[config.mk]
export PLATFORM = sky130hd
export DESIGN_NAME = mul_pipe
export DESIGN_NICKNAME = d
export VERILOG_FILES = /design/src/rtl/mul_pipe_pkg.sv /design/src/rtl/mul_etm_core.sv /design/src/rtl/mul_pipe.sv
export SDC_FILE = /design/constraint.sdc
export NUM_CORES = 1
export LEC_CHECK = 0
export ABC_AREA = 1
export CAP_MARGIN = 0
export CORE_AREA = 2 2 238 193
export DETAILED_ROUTE_END_ITERATION = 10
export DIE_AREA = 0 0 240 195
export PLACE_DENSITY = 0.75
export SKIP_CTS_REPAIR_TIMING = 1
export SYNTH_ARGS = -nofsm -noshare
export SYNTH_HDL_FRONTEND = slang
export SYNTH_SLANG_ARGS = --single-unit
[constraint.sdc]
create_clock -name clk_i -period 2.77 [get_ports clk_i]
set_clock_uncertainty 0.15 [all_clocks]
set_input_delay 0.4155 -clock clk_i [delete_from_list [all_inputs] [get_ports clk_i]]
set_output_delay 0.4155 -clock clk_i [all_outputs]
set_load 0.03 [all_outputs]
[src/rtl/mul_pipe_pkg.sv]
// Shared types and width helpers for the mul_pipe multiply-accumulate pipeline.
// Signedness mode encodes bit1 = x signed, bit0 = y signed.
package mul_pipe_pkg;

  typedef enum logic [1:0] {
    UU = 2'b00,
    US = 2'b01,
    SU = 2'b10,
    SS = 2'b11
  } sign_mode_e;

  function automatic int acc_width(input int n, input int guard);
    return 2 * n + guard;
  endfunction

endpackage

[src/rtl/mul_etm_core.sv]
// Combinational 2N-bit multiplier with per-operand signedness and ETM approximation.
// Zero latency; no flow control (pure function of its inputs).
module mul_etm_core
  import mul_pipe_pkg::*;
#(
  parameter int N        = 16,
  parameter int APPROX_K = 4
) (
  input  logic [N-1:0]   x_i,
  input  logic [N-1:0]   y_i,
  input  logic [1:0]     s_i,
  input  logic           approx_i,
  output logic [2*N-1:0] p_o
);

  localparam int H = N - APPROX_K;

  logic [2*N-1:0] x_ext;
  logic [2*N-1:0] y_ext;
  logic [2*N-1:0] exact_prod;
  logic [2*H-1:0] x_hi;
  logic [2*H-1:0] y_hi;
  logic [2*H-1:0] hi_prod;
  logic           hi_nz;
  logic           use_approx;

  // Extending each operand to 2N bits makes the low 2N bits of the product
  // correct for every signedness mix, since the true product always fits.
  always_comb begin
    x_ext      = {{N{s_i[1] & x_i[N-1]}}, x_i};
    y_ext      = {{N{s_i[0] & y_i[N-1]}}, y_i};
    exact_prod = x_ext * y_ext;

    x_hi       = {{H{1'b0}}, x_i[N-1:APPROX_K]};
    y_hi       = {{H{1'b0}}, y_i[N-1:APPROX_K]};
    hi_prod    = x_hi * y_hi;

    hi_nz      = (|x_i[N-1:APPROX_K]) | (|y_i[N-1:APPROX_K]);
    use_approx = approx_i && (sign_mode_e'(s_i) == UU) && hi_nz;

    p_o = use_approx ? {hi_prod, {(2*APPROX_K){1'b1}}} : exact_prod;
  end

endmodule

[src/rtl/mul_pipe.sv]
// Two-stage multiply-accumulate pipe: S1 holds the product, S2 the running sum; 2-cycle latency.
// Backpressure: in_ready_o = !out_valid_o | out_ready_i; both stages freeze when it is low.
module mul_pipe
  import mul_pipe_pkg::*;
#(
  parameter int N         = 16,
  parameter int APPROX_K  = 4,
  parameter int ACC_GUARD = 8,
  localparam int ACC_W    = acc_width(N, ACC_GUARD)
) (
  input  logic             clk_i,
  input  logic             rst_ni,
  input  logic             in_valid_i,
  output logic             in_ready_o,
  input  logic [N-1:0]     x_i,
  input  logic [N-1:0]     y_i,
  input  logic [1:0]       s_i,
  input  logic             approx_i,
  input  logic             acc_i,
  output logic             out_valid_o,
  input  logic             out_ready_i,
  output logic [ACC_W-1:0] p_o
);

  logic [2*N-1:0]   prod;
  logic             advance;

  logic             s1_vld_q,  s1_vld_d;
  logic [2*N-1:0]   s1_prod_q, s1_prod_d;
  logic             s1_sext_q, s1_sext_d;
  logic             s1_acc_q,  s1_acc_d;

  logic             s2_vld_q,  s2_vld_d;
  logic [ACC_W-1:0] s2_q,      s2_d;
  logic [ACC_W-1:0] prod_ext;

  mul_etm_core #(
    .N        (N),
    .APPROX_K (APPROX_K)
  ) u_core (
    .x_i      (x_i),
    .y_i      (y_i),
    .s_i      (s_i),
    .approx_i (approx_i),
    .p_o      (prod)
  );

  assign advance     = !s2_vld_q || out_ready_i;
  assign in_ready_o  = advance;
  assign out_valid_o = s2_vld_q;
  assign p_o         = s2_q;

  // S2 keeps its sum across bubbles so the next acc beat adds onto the
  // last transferred result, never onto a value it already added.
  always_comb begin
    s1_vld_d  = s1_vld_q;
    s1_prod_d = s1_prod_q;
    s1_sext_d = s1_sext_q;
    s1_acc_d  = s1_acc_q;
    s2_vld_d  = s2_vld_q;
    s2_d      = s2_q;

    prod_ext = s1_sext_q ? {{ACC_GUARD{s1_prod_q[2*N-1]}}, s1_prod_q}
                         : {{ACC_GUARD{1'b0}}, s1_prod_q};

    if (advance) begin
      s1_vld_d = in_valid_i;
      if (in_valid_i) begin
        s1_prod_d = prod;
        s1_sext_d = (sign_mode_e'(s_i) != UU);
        s1_acc_d  = acc_i;
      end
      s2_vld_d = s1_vld_q;
      if (s1_vld_q) begin
        s2_d = s1_acc_q ? (s2_q + prod_ext) : prod_ext;
      end
    end
  end

  always_ff @(posedge clk_i or negedge rst_ni) begin
    if (!rst_ni) begin
      s1_vld_q  <= 1'b0;
      s1_prod_q <= '0;
      s1_sext_q <= 1'b0;
      s1_acc_q  <= 1'b0;
      s2_vld_q  <= 1'b0;
      s2_q      <= '0;
    end else begin
      s1_vld_q  <= s1_vld_d;
      s1_prod_q <= s1_prod_d;
      s1_sext_q <= s1_sext_d;
      s1_acc_q  <= s1_acc_d;
      s2_vld_q  <= s2_vld_d;
      s2_q      <= s2_d;
    end
  end

endmodule

# Word-level counts from Yosys, hierarchy flattened
# Index checks and enable logic that the tools add are counted.
# op_classes
addsub	1
mul	2
n_mux	3
bitwise_logic	3
n_reduce_logical	10
# ops
operator	n
40-bit 2-to-1 mux	2
40-bit adder	1
17-bit by 17-bit multiplier with 32-bit output	1
32-bit 2-to-1 mux	1
12-bit by 12-bit multiplier with 24-bit output	1
12-bit OR reduction	2
2-bit AND reduction	2
1-bit bitwise AND	2
1-bit logical AND	2
2-bit zero test	1
2-bit nonzero test	1
1-bit zero test	1
1-bit logical OR	1
1-bit OR	1
# totals
register_bits	76
input_bits	40
output_inout_bits	42
elab_cells	25

# Longest topological paths before layout
# depth
word_depth	4
mapped_depth	30
ltp_nobuf	28

# By module
# Synthesis repeated with hierarchy kept, for this count alone.
# hier_totals
cells_unflattened	3053
area_unflattened_um2	22048.6
# by_module_without_submodules
mod	n_inst	cells_per_inst	area_each_um2	seq_area_each_um2
mul_etm_core	1	2075	15902.8	0.0
mul_pipe	1	978	6145.9	1901.8

# Least setup slack after synthesis
# OpenSTA, ideal clock, no wires.
# synth_timing
path_type	input-to-reg
startpoint	input x_i[15]
endpoint	register s1_prod_q[29]
setup_ns	0.117
arrival_time_ns	5.540
required_ns	2.503
slack_ns	-3.037
path_stages	24
path_buffers	2
path_cell_list	buf_2 > buf_1 > nand2_1 > nor2_1 > fa_1 > inv_1 > fa_1 > inv_1 > fa_1 > fa_1 > fa_1 > fa_1 > ha_1 > nand2_1 > nor2_1 > nand2_1 > nor3_1 > nand2_1 > nand3_1 > nand2_1 > nand3_1 > nand2_1 > nand2_1 > nand2_1
# synth_via
elab_chain_cells	4
word_cells_on_any_way	7
classes_between	mul (2); mux (1); bitwise (2); reduce/logical (2)
# synth_lines
element	line_no	text
start, declared	mul_pipe.sv:15	input logic [N-1:0] x_i,
parallel branches: the longest is 3 deep, another holds 17-bit by 17-bit multiplier with 32-bit output	--	
32-bit 2-to-1 mux *	mul_etm_core.sv:41	p_o = use_approx ? {hi_prod, {(2*APPROX_K){1'b1}}} : exact_prod;
end signal, assigned	mul_pipe.sv:90	s1_prod_q <= s1_prod_d;
end, declared	mul_pipe.sv:29	logic [2*N-1:0] s1_prod_q, s1_prod_d;
# Every way passes the cells marked *.
# A chain may end at the register's enable or synchronous reset.

# Final worst setup path
# layout_timing
startpoint	input x_i[15]
endpoint	register s1_prod_q[30]
# The elaborated chain is that of the path after synthesis.

==> impl_metrics.yaml <==
floorplan:
  fp-row-count: 69
  die_area_um2: 46800
  core-area_um2: 44200
  die_height_um: 195
  start_util: 0.497
  die-width_um: 240
  ioPinCount: 82
critical_path:
  cp_data_arrival_time_ps: 5700
  setup.worst_path.start_class: "input pin"
  worst-r2r-setup-slack_ps: 110
  data_required_time_of_the_critical_path_ps: 2870
  timing.rr.start: "s1_prod_q[0]"
  worstRegToRegCells: 13
  critical_path_peak_fanout: 7
  crit_path_end_kind: "flip-flop"
  r2r_end: "p_o[12]"
  critical_path_class: "input pin to flip-flop"
global_routing:
  first_pass_grt_wire_length_um: 109000
  grt_start_max_net_pins: 42
  grt_antenna_before_repair: 0
  track_usage: 0.298
  aggregate_global_routing_overflow: 0
  grt_pass1_vias: 20600
routing:
  route.final.wire_length_um: 73700
  drt-vias-per-instance: 5.21
  avgRoutedWirePerCell_um: 18.0
  detailroute.via_count: 21300
  drt_pre_antenna_iters: 6
  1st_iter_drt_viols: 2134
  drc: 0
  drtAntennaViolNets: 0
clock_tree:
  numCtsBuffers: 9
  clk_latency_ps: 360
  cts_tree: "built"
  cts.clk_slew.worst_paths_ps: 60
  ctsRootBufferMaster: "clkbuf_16"
  tritoncts_num_sinks: 76
  cts_htree_levels: 3
  clk_path_buf_depth: 2
cells_and_area:
  multi_input_comb_area_um2: 18400
  fillers: 3470
  fraction_of_final_layout_cells_sized_beyond_drive_strength_1: 0.250
  num_antenna_cells: 0
  area_delta_synth_final_pct: 34.4
  seq_area_um2: 1900
  final_cell_mix: "inv_1 (708), nand2_1 (690), buf_4 (368)"
  layout.cells.most_common: "inv_1"
  finish.net_count: 4096
synthesis:
  synth-edff-count: 0
  netlist-cell-type-count: 47
  syn_nets: 3624
  synthDominantCellAreaShare: 0.349
  synthesis.yosys.warnings: 0
  synth_seq_cells: 76
  synthArstFlopShare: 1.00
  most_common_flop_cell_mapped_by_yosys: "dfrtp_1"
  synth_top_cells_by_area: "fa_1 (35%), inv_1 (13%), nand2_1 (13%)"
  combined_area_of_all_synthesized_cells_um2: 22000
  synthCells: 3018
  post_synthesis_cell_type_with_the_largest_combined_area: "fa_1"
  syn-mean-instance-area_um2: 7.28
  seq_area_frac_synth: 0.0865
outcome:
  violations: "negative setup slack"
  status: "finished, violations left"
sta:
  period_utilisation_layout: 2.02
  fin_crit_ps: 5600
  unrepaired_setup_endpoints_after_global_routing: "yes"
  fmax_ghz: 0.179
  max_slew.worst_pin.slew_ps: 616
  final-max-slew-violation-count: 0
  timing.max_slew.rel_slack: 0.588
  finalSetupViolations: 28
  worst_slack_ps: -2830
  tns_ps: -67840
  hold_violations: 0
min_path:
  min_delay_worst_endpoint: "out_valid_o"
  worstHoldStart: "s1_vld_q"
  hold_class: "flip-flop to flip-flop"
  min_path_cells: 2
placed_design:
  port_buffers: 81
  dp_hpwl_um: 58800
  gp_congestion: 1.01
job:
  max_cap_violation_count: 0
==> worst max path at each step <==
stage                       start             to  slack, ps
final                     x_i[15]  s1_prod_q[30]      -2830
after global routing      x_i[15]  s1_prod_q[20]      -3010
after CTS                 x_i[15]  s1_prod_q[28]      -3210
after detailed placement  x_i[15]  s1_prod_q[20]      -3570
after global placement    x_i[15]  s1_prod_q[26]      -3500
after floorplan           x_i[15]  s1_prod_q[31]      -2680
==> registers in the layout, indices dropped and copies added, names as in the netlist <==
register,flops
out_valid_o,1
s1_sext_q,1
s1_vld_q,1
s1_acc_q,1
p_o,40
s1_prod_q,32
==> metal layers <==
metal / part of all wire / up-vias / global-route usage
met5: 0 / - / 0
met4: 0.022 / 0 / 0.0474
met3: 0.10 / 143 / 0.0380
met2: 0.44 / 970 / 0.448
met1: 0.44 / 10300 / 0.465
li1: - / 9899 / -
==> per-stage QoR <==
stage                     utilization  hold WS, ps  setup slack [ps]  cell area (um2)  instances
after detailed placement        0.613          266             -3570            27100       4002
final                           0.668          318             -2830            29500       4098
after floorplan                     -        -30.1             -2680            23000       3018
after global routing            0.668          353             -3010            29500       4098
after global placement          0.613          259             -3500            27100       4002
after CTS                       0.620         -106             -3210            27400       4018
==> synth_stat cells (4+ instances only) <==
| library cell | instances |
|---|---|
| o211ai_1 | 6 |
| a21oi_1 | 143 |
| nand3_2 | 6 |
| dfrtp_1 | 76 |
| clkbuf_1 | 56 |
| nor2_1 | 208 |
| a21oi_2 | 4 |
| buf_2 | 22 |
| a21o_1 | 8 |
| nor2_2 | 4 |
| xnor2_1 | 14 |
| nand3_1 | 109 |
| nand4_1 | 32 |
| xor2_1 | 29 |
| inv_1 | 775 |
| o21ai_0 | 69 |
| ha_1 | 183 |
| nor3_1 | 10 |
| o21ai_1 | 35 |
| fa_1 | 383 |
| buf_1 | 6 |
| nand2_2 | 7 |
| inv_2 | 7 |
| nand2_1 | 763 |
| o21bai_1 | 10 |
| nand3b_1 | 9 |
| or2_2 | 10 |
==> logic make-up (layout without fill, tap and decap cells) <==
kind of cell | count (synthesis) | count (layout) | synth area share
XOR/XNOR | 43 | 43 | 0.0171
adder cells (fa/ha/maj) | 566 | 566 | 0.453
flip-flops | 76 | 76 | 0.0865
AND/OR/NAND/NOR | 1167 | 1167 | 0.218
buffers and inverters | 875 | 1352 | 0.152
AO/OA/AOI/OAI | 291 | 291 | 0.0729
==> cell type report <==
| type | count | area share |
|---|---|---|
| clock inverter | 5 | 0.00199 |
| inverter | 785 | 0.101 |
| tap | 603 | 0.0255 |
| timing repair buffer | 551 | 0.177 |
| multi-input combinational | 2067 | 0.622 |
| clock buffer | 11 | 0.00822 |
| sequential | 76 | 0.0644 |
==> critical path, cell delays in order <==
cell and delay, ps:
buf_6 100, buf_12 130, buf_8 130, nand2_4 80, nor2_4 40, fa_1 600, inv_2 100, fa_2 500
buf_12 160, buf_6 110, fa_1 490, fa_1 520, fa_1 510, inv_2 40, fa_1 500, ha_4 320
nand2_4 60, nor2_4 150, nand2_2 80, nor3_2 150, nand2_1 100, nand3_1 100, nand2_1 50, nand3_1 70
nand2_1 60, nand2_1 60, nand2_1 50
Power is left out: the tool's default activity adds up to more than one toggle a clock period on the data nets, which glitch-free logic cannot reach.
